[config.mk]
export PLATFORM = sky130hd
export DESIGN_NAME = minority_tally
export DESIGN_NICKNAME = d
export VERILOG_FILES = /design/src/rtl/tally_pkg.sv /design/src/rtl/popcount.sv /design/src/rtl/minority_tally.sv
export SDC_FILE = /design/constraint.sdc
export NUM_CORES = 1
export LEC_CHECK = 0
export ABC_AREA = 1
export CAP_MARGIN = 20
export CORE_UTILIZATION = 59
export CTS_BUF_LIST = sky130_fd_sc_hd__clkbuf_4 sky130_fd_sc_hd__clkbuf_8
export CTS_CLUSTER_DIAMETER = 150
export DETAILED_ROUTE_END_ITERATION = 10
export PLACE_DENSITY = 0.87
export SETUP_SLACK_MARGIN = 0.4
export SYNTH_ARGS = -nofsm -noshare
export SYNTH_HDL_FRONTEND = slang
export SYNTH_SLANG_ARGS = --single-unit
[constraint.sdc]
create_clock -name clock -period 4.9 [get_ports clock]
set_input_delay 1.47 -clock clock [delete_from_list [all_inputs] [get_ports clock]]
set_output_delay 1.47 -clock clock [all_outputs]
set_load 0.01 [all_outputs]
[src/rtl/tally_pkg.sv]
// tally_pkg: mode/state types and the window verdict function shared by minority_tally.
package tally_pkg;
  typedef enum logic [1:0] {MINORITY, MAJORITY, THRESHOLD, TIE} tally_mode_t;
  typedef enum logic {ACCUM, DONE} tally_state_t;
  function automatic logic verdict(input logic [31:0] sum, input logic [31:0] total,
                                   input tally_mode_t mode, input logic [31:0] thr);
    logic [31:0] s2;
    s2 = {sum[30:0], 1'b0};
    return (mode == MINORITY) ? (s2 < total) :
           (mode == MAJORITY) ? (s2 > total) :
           (mode == THRESHOLD) ? (sum >= thr) : (s2 == total);
  endfunction
endpackage

[src/rtl/popcount.sv]
// popcount: combinational count of ones in an N_IN-bit vector.
module popcount #(
  parameter int N_IN = 5,
  parameter int CW = $clog2(N_IN + 1)
) (
  input  logic [N_IN-1:0] i_bits,
  output logic [CW-1:0]   o_count
);
  always_comb begin
    o_count = '0;
    for (int i = 0; i < N_IN; i++) o_count = o_count + CW'(i_bits[i]);
  end
endmodule

[src/rtl/minority_tally.sv]
// minority_tally: windowed vote tally with registered verdict on a valid/ready output.
// Optional unanimous output enabled by MINORITY_TALLY_UNANIMOUS_EN.
module minority_tally import tally_pkg::*; #(
  parameter int N_IN = 5,
  parameter int WINDOW = 4,
  parameter int SUM_W = $clog2(N_IN * WINDOW + 1)
) (
  input  logic             clock,
  input  logic             reset,
  input  logic             clear,
  input  logic             in_valid,
  output logic             in_ready,
  input  logic [N_IN-1:0]  votes,
  input  logic [1:0]       mode,
  input  logic [SUM_W-1:0] threshold,
  output logic             out_valid,
  input  logic             out_ready,
  output logic             result,
  output logic [SUM_W-1:0] count
`ifdef MINORITY_TALLY_UNANIMOUS_EN
  , output logic           unanimous
`endif
);
  localparam int PC_W = $clog2(N_IN + 1);
  localparam int IDX_W = (WINDOW > 1) ? $clog2(WINDOW) : 1;
  localparam int TOTAL = N_IN * WINDOW;
  tally_state_t     r_state;
  tally_mode_t      r_mode;
  logic [SUM_W-1:0] r_sum, r_thr, r_count;
  logic [IDX_W-1:0] r_idx;
  logic             r_out_valid, r_result;
  logic [PC_W-1:0]  w_pc;
  logic [SUM_W-1:0] w_sum_n, w_thr;
  tally_mode_t      w_mode;
  logic             w_verdict, w_last;
  popcount #(.N_IN(N_IN)) u_pc (.i_bits(votes), .o_count(w_pc));
  // mode and threshold come from the port only on the first sample of a window
  assign w_mode    = (r_idx == '0) ? tally_mode_t'(mode) : r_mode;
  assign w_thr     = (r_idx == '0) ? threshold : r_thr;
  assign w_sum_n   = r_sum + SUM_W'(w_pc);
  assign w_last    = (r_idx == IDX_W'(WINDOW - 1));
  assign w_verdict = verdict(32'(w_sum_n), 32'(TOTAL), w_mode, 32'(w_thr));
  assign in_ready  = (r_state == ACCUM);
  assign out_valid = r_out_valid;
  assign result    = r_result;
  assign count     = r_count;
`ifdef MINORITY_TALLY_UNANIMOUS_EN
  logic r_unan;
  assign unanimous = r_unan;
  always_ff @(posedge clock or posedge reset)
    if (reset) r_unan <= 1'b0;
    else if (!clear && r_state == ACCUM && in_valid && w_last)
      r_unan <= (w_sum_n == '0) || (w_sum_n == SUM_W'(TOTAL));
`endif
  always_ff @(posedge clock or posedge reset) begin
    if (reset) begin
      r_state     <= ACCUM;
      r_mode      <= MINORITY;
      r_sum       <= '0;
      r_thr       <= '0;
      r_idx       <= '0;
      r_out_valid <= 1'b0;
      r_result    <= 1'b0;
      r_count     <= '0;
    end else if (clear) begin
      r_state     <= ACCUM;
      r_sum       <= '0;
      r_idx       <= '0;
      r_out_valid <= 1'b0;
    end else if (r_state == ACCUM) begin
      if (in_valid) begin
        r_sum  <= w_sum_n;
        r_mode <= w_mode;
        r_thr  <= w_thr;
        r_idx  <= w_last ? '0 : r_idx + 1'b1;
        if (w_last) begin
          r_state     <= DONE;
          r_out_valid <= 1'b1;
          r_count     <= w_sum_n;
          r_result    <= w_verdict;
        end
      end
    end else if (out_ready) begin
      r_state     <= ACCUM;
      r_sum       <= '0;
      r_out_valid <= 1'b0;
    end
  end
endmodule

==> flow_metrics.py, run 1 <==
metrics = {
    "timing": {
        "slew_viol_final": 0,
        "period_needed_ps": 4350,
        "tns_ps": 0,
        "slew_headroom": 0.442,
        "worstMarginPinSlew_ps": 837,
        "min_period_over_period": 0.887,
        "fmax_mhz": 230,
        "finalSetupViolCount": 0,
        "final-hold-violation-count": 0,
        "clock_skew_ps": 13.8,
        "rsz0062_at_grt": "no",
    },
    "setup_path": {
        "path_class": "primary input to flop",
        "crit_chain": "clkbuf_2 > ha_1 > inv_2 > fa_1 > inv_1 > ha_2 > fa_1 > inv_2 > fa_1 > inv_2 > buf_4 > nand2_1 > nor2_4 > nand3_2 > nor2_2 > nor2_1 > nand2_1 > nand2_1 > nand2_1 > a21oi_2",
        "crit_slowest_cell": "fa_1",
        "crit_required_ps": 5140,
        "cp_common_cell": "nand2_1",
        "path_max_fanout": 3,
        "max_stage_delay_ps": 520,
        "cp-start-kind": "primary input",
        "cp_data_arrival_time_ps": 4590,
        "cp-end-kind": "flop",
    },
    "grt": {
        "grt-ovfl-total": 0,
        "gr-usage-all-layers": 0.265,
        "grt_max_degree": 23,
        "grt_pass1_vias": 1241,
        "grt_antenna_before_repair": 0,
        "grt_pass1_wl_um": 5220,
    },
    "route": {
        "routed-via-count": 1319,
        "dr.pass1.iters": 4,
        "drt_iter0_markers": 39,
        "viasPerCell": 5.71,
        "routed_wl_um": 3260,
        "ant_nets": 0,
        "drc": 0,
        "routedWlPerCell_um": 14.1,
    },
    "clocking": {
        "cts-hold-fix-buffers": 0,
        "h-tree-depth": 1,
        "cts_inserted_buffers": 3,
        "clock_latency_ps": 330,
        "cts_tree": "done",
        "clockBufferDepth": 2,
        "clkSinkCount": 22,
        "clk_pin_slew_ps": 140,
        "root_buffer": "clkbuf_4",
    },
    "pwr": {
        "seqPwrFrac": 0.305,
        "pwr_density_cell_nw_per_um2": 438,
        "power_leakage_nw": 0.962,
        "comb_power_share": 0.517,
        "max-vdd-ir-drop_uv": 320,
        "clock_power_share": 0.178,
        "switching_share": 0.395,
        "p_sw_w": 0.000319,
        "internal-power_w": 0.000490,
    },
    "synth": {
        "synth_cell_types": 30,
        "yosysMostFrequentCell": "nand2_1",
        "seq_area_frac_synth": 0.366,
        "ys_ff_latch": 22,
        "ys.flop_type": "dfrtp_1",
        "syn_area_um2": 1500,
        "async_flop_share": 1.00,
        "ys_top_cells_by_area": "dfrtp_1, ha_1, nand2_1",
        "synth_edf_count": 0,
        "synth_area_leader_cell": "dfrtp_1",
        "yosysTopAreaCellShare": 0.366,
        "syn_nets": 206,
        "netlist_instances": 174,
        "avgSynthCellArea_um2": 8.64,
        "yosys_warnings": 0,
        "synth_common_cells": "nand2_1, inv_1, dfrtp_1",
    },
    "floorplanning": {
        "core_um2": 2300,
        "die_h_um": 52.5,
        "num_io_pins": 25,
        "row_count": 17,
        "fp.dieArea_um2": 2750,
        "die_w_um": 52.5,
        "start_util": 0.654,
    },
    "status": {
        "status": "completed",
    },
    "cells_and_area": {
        "diodes": 0,
        "final_core_util": 0.804,
        "final_nets": 236,
        "drive_gt1_frac": 0.212,
        "area_growth_pct": 22.9,
    },
    "hold_path": {
        "hold_class": "flop to flop",
    },
    "placed_design": {
        "gp_congestion": 0.801,
        "hpwlAfterDp_um": 2400,
        "io_buffer_count": 24,
    },
    "run": {
        "cap_violations": 0,
    },
}
cell usage in the layout (no fill, tap or decap):
| cell type | synthesis | layout |
|---|---|---|
| nor3_1 | 1 | 1 |
| nand2_2 | 5 | 5 |
| ha_2 | 0 | 1 |
| nand3b_1 | 1 | 1 |
| a21oi_2 | 2 | 2 |
| or2_2 | 1 | 1 |
| ha_1 | 12 | 10 |
| clkbuf_2 | 0 | 2 |
| nand3_2 | 3 | 3 |
| dlymetal6s2s_1 | 0 | 2 |
| nand2_1 | 37 | 37 |
| o21ai_2 | 3 | 3 |
| nor2_4 | 3 | 3 |
| o21ai_1 | 5 | 5 |
| nor2_2 | 2 | 2 |
| dfrtp_1 | 22 | 22 |
| o22ai_1 | 2 | 2 |
| a21o_1 | 1 | 1 |
| a21oi_1 | 1 | 1 |
| inv_1 | 31 | 26 |
| buf_4 | 0 | 3 |
| clkbuf_4 | 0 | 3 |
| fa_1 | 3 | 3 |
| o21ai_0 | 14 | 14 |
| mux2i_4 | 1 | 1 |
| nor3_2 | 1 | 1 |
| nor3_4 | 1 | 1 |
| nor2_1 | 3 | 3 |
| bufinv_16 | 0 | 1 |
| mux2i_1 | 3 | 3 |
| inv_2 | 2 | 7 |
| o22a_1 | 1 | 1 |
| clkdlybuf4s50_1 | 0 | 20 |
| ha_4 | 0 | 1 |
| nand3_1 | 8 | 8 |
| nand2_4 | 3 | 3 |
path summary, 6_finish.rpt:
path,depth (start not counted),slack [ps],from,endpoint
min,2,510,r_thr[1],r_thr[1]
min reg2reg,2,510,r_thr[1],r_thr[1]
min in group asynchronous,2,1590,reset,r_idx[1]
max,20,550,votes[1],result
max reg2reg,16,2560,r_idx[0],result
max in group asynchronous,2,2780,reset,r_sum[3]
power by group through the flow:
stage	registers [W]	clock network, W	logic, W
after CTS	0.000247	0.000145	0.000397
final	0.000247	0.000144	0.000419
after global routing	0.000250	0.000153	0.000459
after floorplan	0.000252	0	0.000251
after detailed placement	0.000250	0	0.000377
after global placement	0.000247	0	0.000358
metrics by stage:
step | hold WS, ps | instances | area [um^2] | setup slack (ps) | total power (W)
5_1_grt | 538 | 231 | 1850 | 414 | 0.000862
6_report | 512 | 231 | 1850 | 553 | 0.000810
4_1_cts | 513 | 230 | 1840 | 404 | 0.000788
3_5_place_dp | 481 | 226 | 1780 | -148 | 0.000627
2_1_floorplan | 452 | 174 | 1500 | 461 | 0.000503
3_3_place_gp | 467 | 226 | 1780 | 5.68 | 0.000606
state kept, by name, indices dropped and copies added (netlist names):
name       count
count          5
out_valid      1
r_idx          2
r_mode         2
r_state        1
r_sum          5
r_thr          5
result         1
timing repair:
| item | in CTS | in global routing |
|---|---|---|
| gates cloned | 0 | 0 |
| setup buffers | 0 | 1 |
| gates resized for setup | 6 | 9 |
| endpoints found under the setup margin | 1 | 1 |
| pin swaps | 7 | 11 |
worst max-delay path: cells and delay by family:
family,cells,cell delay [ps]
fa+ha+maj,5,1930
simple gates,8,670
buf+inv,6,470
compound gates,1,50
final cells by class:
type	count	area (um^2)
clock inverters	1	30.0
flip-flops and latches	22	551
fillers	145	450
well taps	28	35.0
inverters	33	124
repair buffers	27	258
clock buffers	3	22.5
multi-input cells	117	827
layer usage:
layer,global-route usage,share of wire,vias up
met5,0,0,-
met4,0.105,0.028,0
met3,0.0406,0.045,11
met2,0.487,0.53,52
met1,0.302,0.40,641
li1,-,-,615
cell families (layout without fill, tap and decap cells):
family	Yosys count	after routing	synth area share
AO/OA/AOI/OAI	29	29	0.115
adder cells (fa/ha/maj)	15	15	0.140
buffers and inverters	35	64	0.0933
flip-flops	22	22	0.366
multiplexers	4	4	0.0350
AND/OR/NAND/NOR	69	69	0.251
Power figures use the tool's default switching activity.
==> run 2, diff against run 1 <==
==> constraint.sdc (replaced) <==
create_clock -name clock -period 5.4 [get_ports clock]
set_input_delay 1.62 -clock clock [delete_from_list [all_inputs] [get_ports clock]]
set_output_delay 1.62 -clock clock [all_outputs]
set_load 0.01 [all_outputs]
==> flow_metrics.py, run 2 (synthesis gave the netlist of run 1 again) <==
metrics = {
    "setup_path": {
        "path_max_fanout": 4,
        "path_class": "primary input to flop",
        "crit_required_ps": 5650,
        "cp_data_arrival_time_ps": 5120,
        "cp-end-kind": "flop",
        "cp-start-kind": "primary input",
    },
    "placed_design": {
        "hpwlAfterDp_um": 2310,
        "io_buffer_count": 24,
        "gp_congestion": 0.795,
    },
    "clocking": {
        "clockBufferDepth": 2,
        "root_buffer": "clkbuf_4",
        "cts_inserted_buffers": 3,
        "clk_pin_slew_ps": 120,
        "h-tree-depth": 1,
        "clkSinkCount": 22,
        "cts_tree": "done",
        "clock_latency_ps": 300,
    },
    "timing": {
        "clock_skew_ps": 3.29,
        "fmax_mhz": 205,
        "final-hold-violation-count": 0,
        "slew_viol_final": 0,
        "min_period_over_period": 0.901,
        "hold_ws_ps": 501,
        "slew_headroom": 0.429,
        "finalSetupViolCount": 0,
        "tns_ps": 0,
        "worstMarginPinSlew_ps": 856,
        "rsz0062_at_grt": "no",
        "period_needed_ps": 4870,
    },
    "run": {
        "cap_violations": 0,
    },
    "cells_and_area": {
        "drive_gt1_frac": 0.178,
        "final_cell_mix": "nand2_1, inv_1, clkdlybuf4s50_1, dfrtp_1, o21ai_0",
        "area_growth_pct": 21.4,
        "final_common_cell": "nand2_1",
        "final_nets": 236,
        "diodes": 0,
    },
    "pwr": {
        "pwr_density_cell_nw_per_um2": 368,
        "power_leakage_nw": 0.942,
        "max-vdd-ir-drop_uv": 214,
    },
    "grt": {
        "grt_antenna_before_repair": 0,
        "grt-ovfl-total": 0,
        "gr-usage-met3": 0.0319,
        "grt_max_degree": 23,
        "grt_pass1_vias": 1248,
        "gr-usage-all-layers": 0.247,
        "busiest_layer": "met2",
        "globalRouteMet1Util": 0.275,
        "gr-usage-met2": 0.473,
        "grt_pass1_wl_um": 5000,
    },
    "floorplanning": {
        "row_count": 17,
        "fp.dieArea_um2": 2750,
        "start_util": 0.654,
        "die_w_um": 52.5,
        "num_io_pins": 25,
        "core_um2": 2300,
        "die_h_um": 52.5,
    },
    "route": {
        "ant_nets": 0,
        "drt_iter0_markers": 39,
        "dr.pass1.iters": 4,
        "drc": 0,
        "routed-via-count": 1252,
        "viasPerCell": 5.44,
        "routedWlPerCell_um": 13.1,
        "routed_wl_um": 3020,
    },
    "status": {
        "status": "completed",
    },
    "hold_path": {
        "hold_class": "flop to flop",
    },
}
run 2: routing by layer:
layer / part of all wire / wire, um
met1: 0.42 / 1290
met2: 0.53 / 1600
met3: 0.036 / 109
met4: 0.0089 / 27
met5: 0 / 0
run 2: worst max-delay path, stage by stage:
cell and delay (ps):
clkdlybuf4s50_1 420, ha_1 270, inv_1 40, fa_1 470, inv_1 50, ha_2 170
fa_1 520, inv_1 50, fa_1 520, inv_2 70, ha_4 260, nand2_1 50
nand2_1 50, nand2_1 50, nand2_1 60, nand2_1 70, nand3b_1 80, nand2_1 50
nand2_1 60, nand2_1 60, a21oi_2 100
run 2: path summary, 6_finish.rpt:
kind                       depth (start not counted)     start   endpoint  slack (ps)
max                                               21  votes[1]     result         530
min                                                2  r_thr[2]   r_thr[2]         500
max reg2reg                                       16  r_idx[0]     result        3000
min reg2reg                                        2  r_thr[2]   r_thr[2]         500
max in group asynchronous                          2     reset  r_mode[1]        3100
min in group asynchronous                          2     reset   r_idx[1]        1780
run 2: through the flow:
stage	instances	total power, W	util	setup WS [ps]	cell area, um^2
3_5_place_dp	224	0.000550	0.767	181	1760
3_3_place_gp	224	0.000531	0.767	326	1760
6_report	230	0.000671	0.794	533	1820
4_1_cts	227	0.000626	0.777	511	1780
2_1_floorplan	174	0.000457	-	811	1500
5_1_grt	230	0.000727	0.794	373	1820
run 2: timing repair:
| item | CTS | global route |
|---|---|---|
| setup buffers | 0 | 3 |
| hold endpoints to repair | 0 | 0 |
| gates resized for setup | 0 | 4 |
| setup endpoints to repair | 0 | 1 |
| hold buffers | 0 | 0 |
run 2: report_power, final:
part,internal [W],leakage (nW),total (W),switching (W)
logic,0.000169,0.642,0.000372,0.000203
registers,0.000200,0.287,0.000223,0.0000227
clock network,0.0000260,0.0138,0.0000757,0.0000496
total,0.000396,0.942,0.000671,0.000275
run 2: area by class of cell:
| cell class | count | area, um^2 |
|---|---|---|
| Tap cell | 28 | 35.0 |
| Sequential cell | 22 | 551 |
| Inverter | 33 | 124 |
| Timing Repair Buffer | 27 | 265 |
| Multi-Input combinational cell | 117 | 827 |
| Clock buffer | 3 | 22.5 |
| Fill cell | 165 | 473 |
==> run 3, diff against run 2 <==
--- a/config.mk
+++ b/config.mk
@@ -7,11 +7,11 @@
 export LEC_CHECK = 0
 export ABC_AREA = 1
 export CAP_MARGIN = 20
-export CORE_UTILIZATION = 59
+export CORE_UTILIZATION = 55
 export CTS_BUF_LIST = sky130_fd_sc_hd__clkbuf_4 sky130_fd_sc_hd__clkbuf_8
 export CTS_CLUSTER_DIAMETER = 150
 export DETAILED_ROUTE_END_ITERATION = 10
-export PLACE_DENSITY = 0.87
+export PLACE_DENSITY = 0.82
 export SETUP_SLACK_MARGIN = 0.4
 export SYNTH_ARGS = -nofsm -noshare
 export SYNTH_HDL_FRONTEND = slang
==> constraint.sdc (replaced) <==
create_clock -name clock -period 4.56 [get_ports clock]
set_input_delay 1.368 -clock clock [delete_from_list [all_inputs] [get_ports clock]]
set_output_delay 1.368 -clock clock [all_outputs]
set_load 0.01 [all_outputs]
==> flow_metrics.py, run 3 (synthesis gave the netlist of run 1 again) <==
metrics = {
    "clocking": {
        "clockBufferDepth": 2,
        "clkSinkCount": 22,
        "cts_tree": "done",
        "clock_latency_ps": 320,
        "h-tree-depth": 1,
        "root_buffer": "clkbuf_4",
        "cts_inserted_buffers": 3,
        "clk_pin_slew_ps": 120,
    },
    "cells_and_area": {
        "final_common_cell": "nand2_1",
        "drive_gt1_frac": 0.226,
        "final_cell_mix": "nand2_1, inv_1, dfrtp_1, clkdlybuf4s50_1, o21ai_0",
        "final_core_util": 0.749,
        "fill_cells": 192,
        "layoutNonFillerInstCount": 238,
        "area_growth_pct": 25.6,
        "diodes": 0,
        "final_nets": 241,
    },
    "grt": {
        "grt_max_degree": 23,
        "grt-ovfl-total": 0,
        "grt_antenna_before_repair": 0,
        "gr-usage-all-layers": 0.237,
        "grt_pass1_wl_um": 4910,
        "grt_pass1_vias": 1186,
    },
    "floorplanning": {
        "core_um2": 2520,
        "num_io_pins": 25,
        "die_w_um": 54.3,
        "start_util": 0.596,
        "die_h_um": 54.3,
        "row_count": 18,
        "fp.dieArea_um2": 2950,
    },
    "route": {
        "drc": 0,
        "dr.pass1.iters": 4,
        "viasPerCell": 5.11,
        "routed_wl_um": 3060,
        "ant_nets": 0,
        "drt_iter0_markers": 33,
        "routedWlPerCell_um": 12.8,
        "routed-via-count": 1217,
    },
    "timing": {
        "finalSetupViolCount": 0,
        "slew_viol_final": 0,
        "clock_skew_ps": 8.52,
        "min_period_over_period": 0.919,
        "fmax_mhz": 239,
        "rsz0062_at_grt": "yes",
        "final-hold-violation-count": 0,
        "tns_ps": 0,
        "period_needed_ps": 4190,
        "worstMarginPinSlew_ps": 816,
        "slew_headroom": 0.455,
    },
    "pwr": {
        "pwr_density_cell_nw_per_um2": 440,
        "power_leakage_nw": 0.968,
        "total_power_w": 0.000831,
        "max-vdd-ir-drop_uv": 347,
    },
    "setup_path": {
        "timing.rr.end": "result",
        "reg2regPathDepth": 14,
        "cp-start-kind": "primary input",
        "path_class": "primary input to flop",
        "cp_data_arrival_time_ps": 4450,
        "path_max_fanout": 2,
        "crit_required_ps": 4820,
        "r2r-start": "r_idx[0]",
        "cp-end-kind": "flop",
        "reg2reg_slack_ps": 2230,
    },
    "hold_path": {
        "hold_class": "flop to flop",
        "hold_path_depth": 2,
        "hold_end": "count[2]",
        "hold_start": "count[2]",
    },
    "placed_design": {
        "dp_cells": 232,
        "io_buffer_count": 24,
        "gp_congestion": 0.846,
        "hpwlAfterDp_um": 2350,
    },
    "run": {
        "cap_violations": 0,
    },
    "status": {
        "status": "completed",
    },
}
-- run 3: cell count changes in the layout (fill, tap and decap cells not counted), sizes merged --
| cell | before | now |
|---|---|---|
| clkbuf | 3 | 4 |
| dlymetal6s2s | 1 | 0 |
| buf | 3 | 10 |
| clkdlybuf4s50 | 23 | 20 |
| dlygate4sd2 | 0 | 2 |
-- run 3: area by class of cell --
| type | instances | area (um^2) | share of cell area |
|---|---|---|---|
| clock buffers | 4 | 36.3 | 0.0192 |
| flip-flops and latches | 22 | 551 | 0.292 |
| multi-input cells | 117 | 840 | 0.445 |
| well taps | 30 | 37.5 | 0.0199 |
| repair buffers | 32 | 300 | 0.159 |
| inverters | 33 | 124 | 0.0656 |
-- run 3: worst max-delay path by stage --
stage / from / cells past startpoint / endpoint
after CTS: votes[0] / 21 / result
final: votes[0] / 21 / result
after detailed placement: votes[1] / 21 / result
after global placement: votes[0] / 21 / result
after floorplan: votes[0] / 20 / result
after global routing: votes[1] / 21 / result
-- run 3: timing repair --
action                                  CTS  global route
buffers inserted                          1             1
hold buffers                              0             0
endpoints found under the setup margin    2             1
pin swaps                                12            10
resized for setup                        17             0
hold endpoints to repair                  0             0
-- run 3: metrics by stage --
step / cell area (um^2) / setup WS (ps) / hold slack (ps)
floorplan: 1500 / 259 / 452
global placement: 1810 / -213 / 466
detailed placement: 1810 / -338 / 478
CTS: 1880 / 323 / 507
global route: 1890 / 238 / 528
finish: 1890 / 370 / 504
-- run 3: routing by layer --
| metal | global-route usage | share of wire | vias up | wire [um] |
|---|---|---|---|---|
| met2 | 0.423 | 0.51 | 23 | 1570 |
| met4 | 0.0641 | 0.015 | 0 | 45 |
| met5 | 0 | 0 | - | 0 |
| met1 | 0.278 | 0.44 | 564 | 1340 |
| li1 | - | - | 625 | - |
| met3 | 0.0611 | 0.031 | 5 | 94 |
-- run 3: worst max-delay path, stage by stage --
cell	delay, ps
buf_6	100
ha_4	250
inv_2	30
fa_1	470
inv_1	50
ha_2	170
fa_1	560
inv_1	60
fa_1	510
inv_2	60
ha_4	250
nand2_1	40
nand2_1	50
nand2_1	50
nand2_1	50
nand2_1	50
nand3b_1	70
nand2_1	50
nand2_1	60
nand2_1	60
a21oi_2	110
-- run 3: power by group --
group,total (W),internal (W),switching [W],leakage (nW)
Clock,0.000110,0.0000489,0.0000612,0.0210
Sequential,0.000265,0.000237,0.0000273,0.287
Combinational,0.000456,0.000214,0.000242,0.660
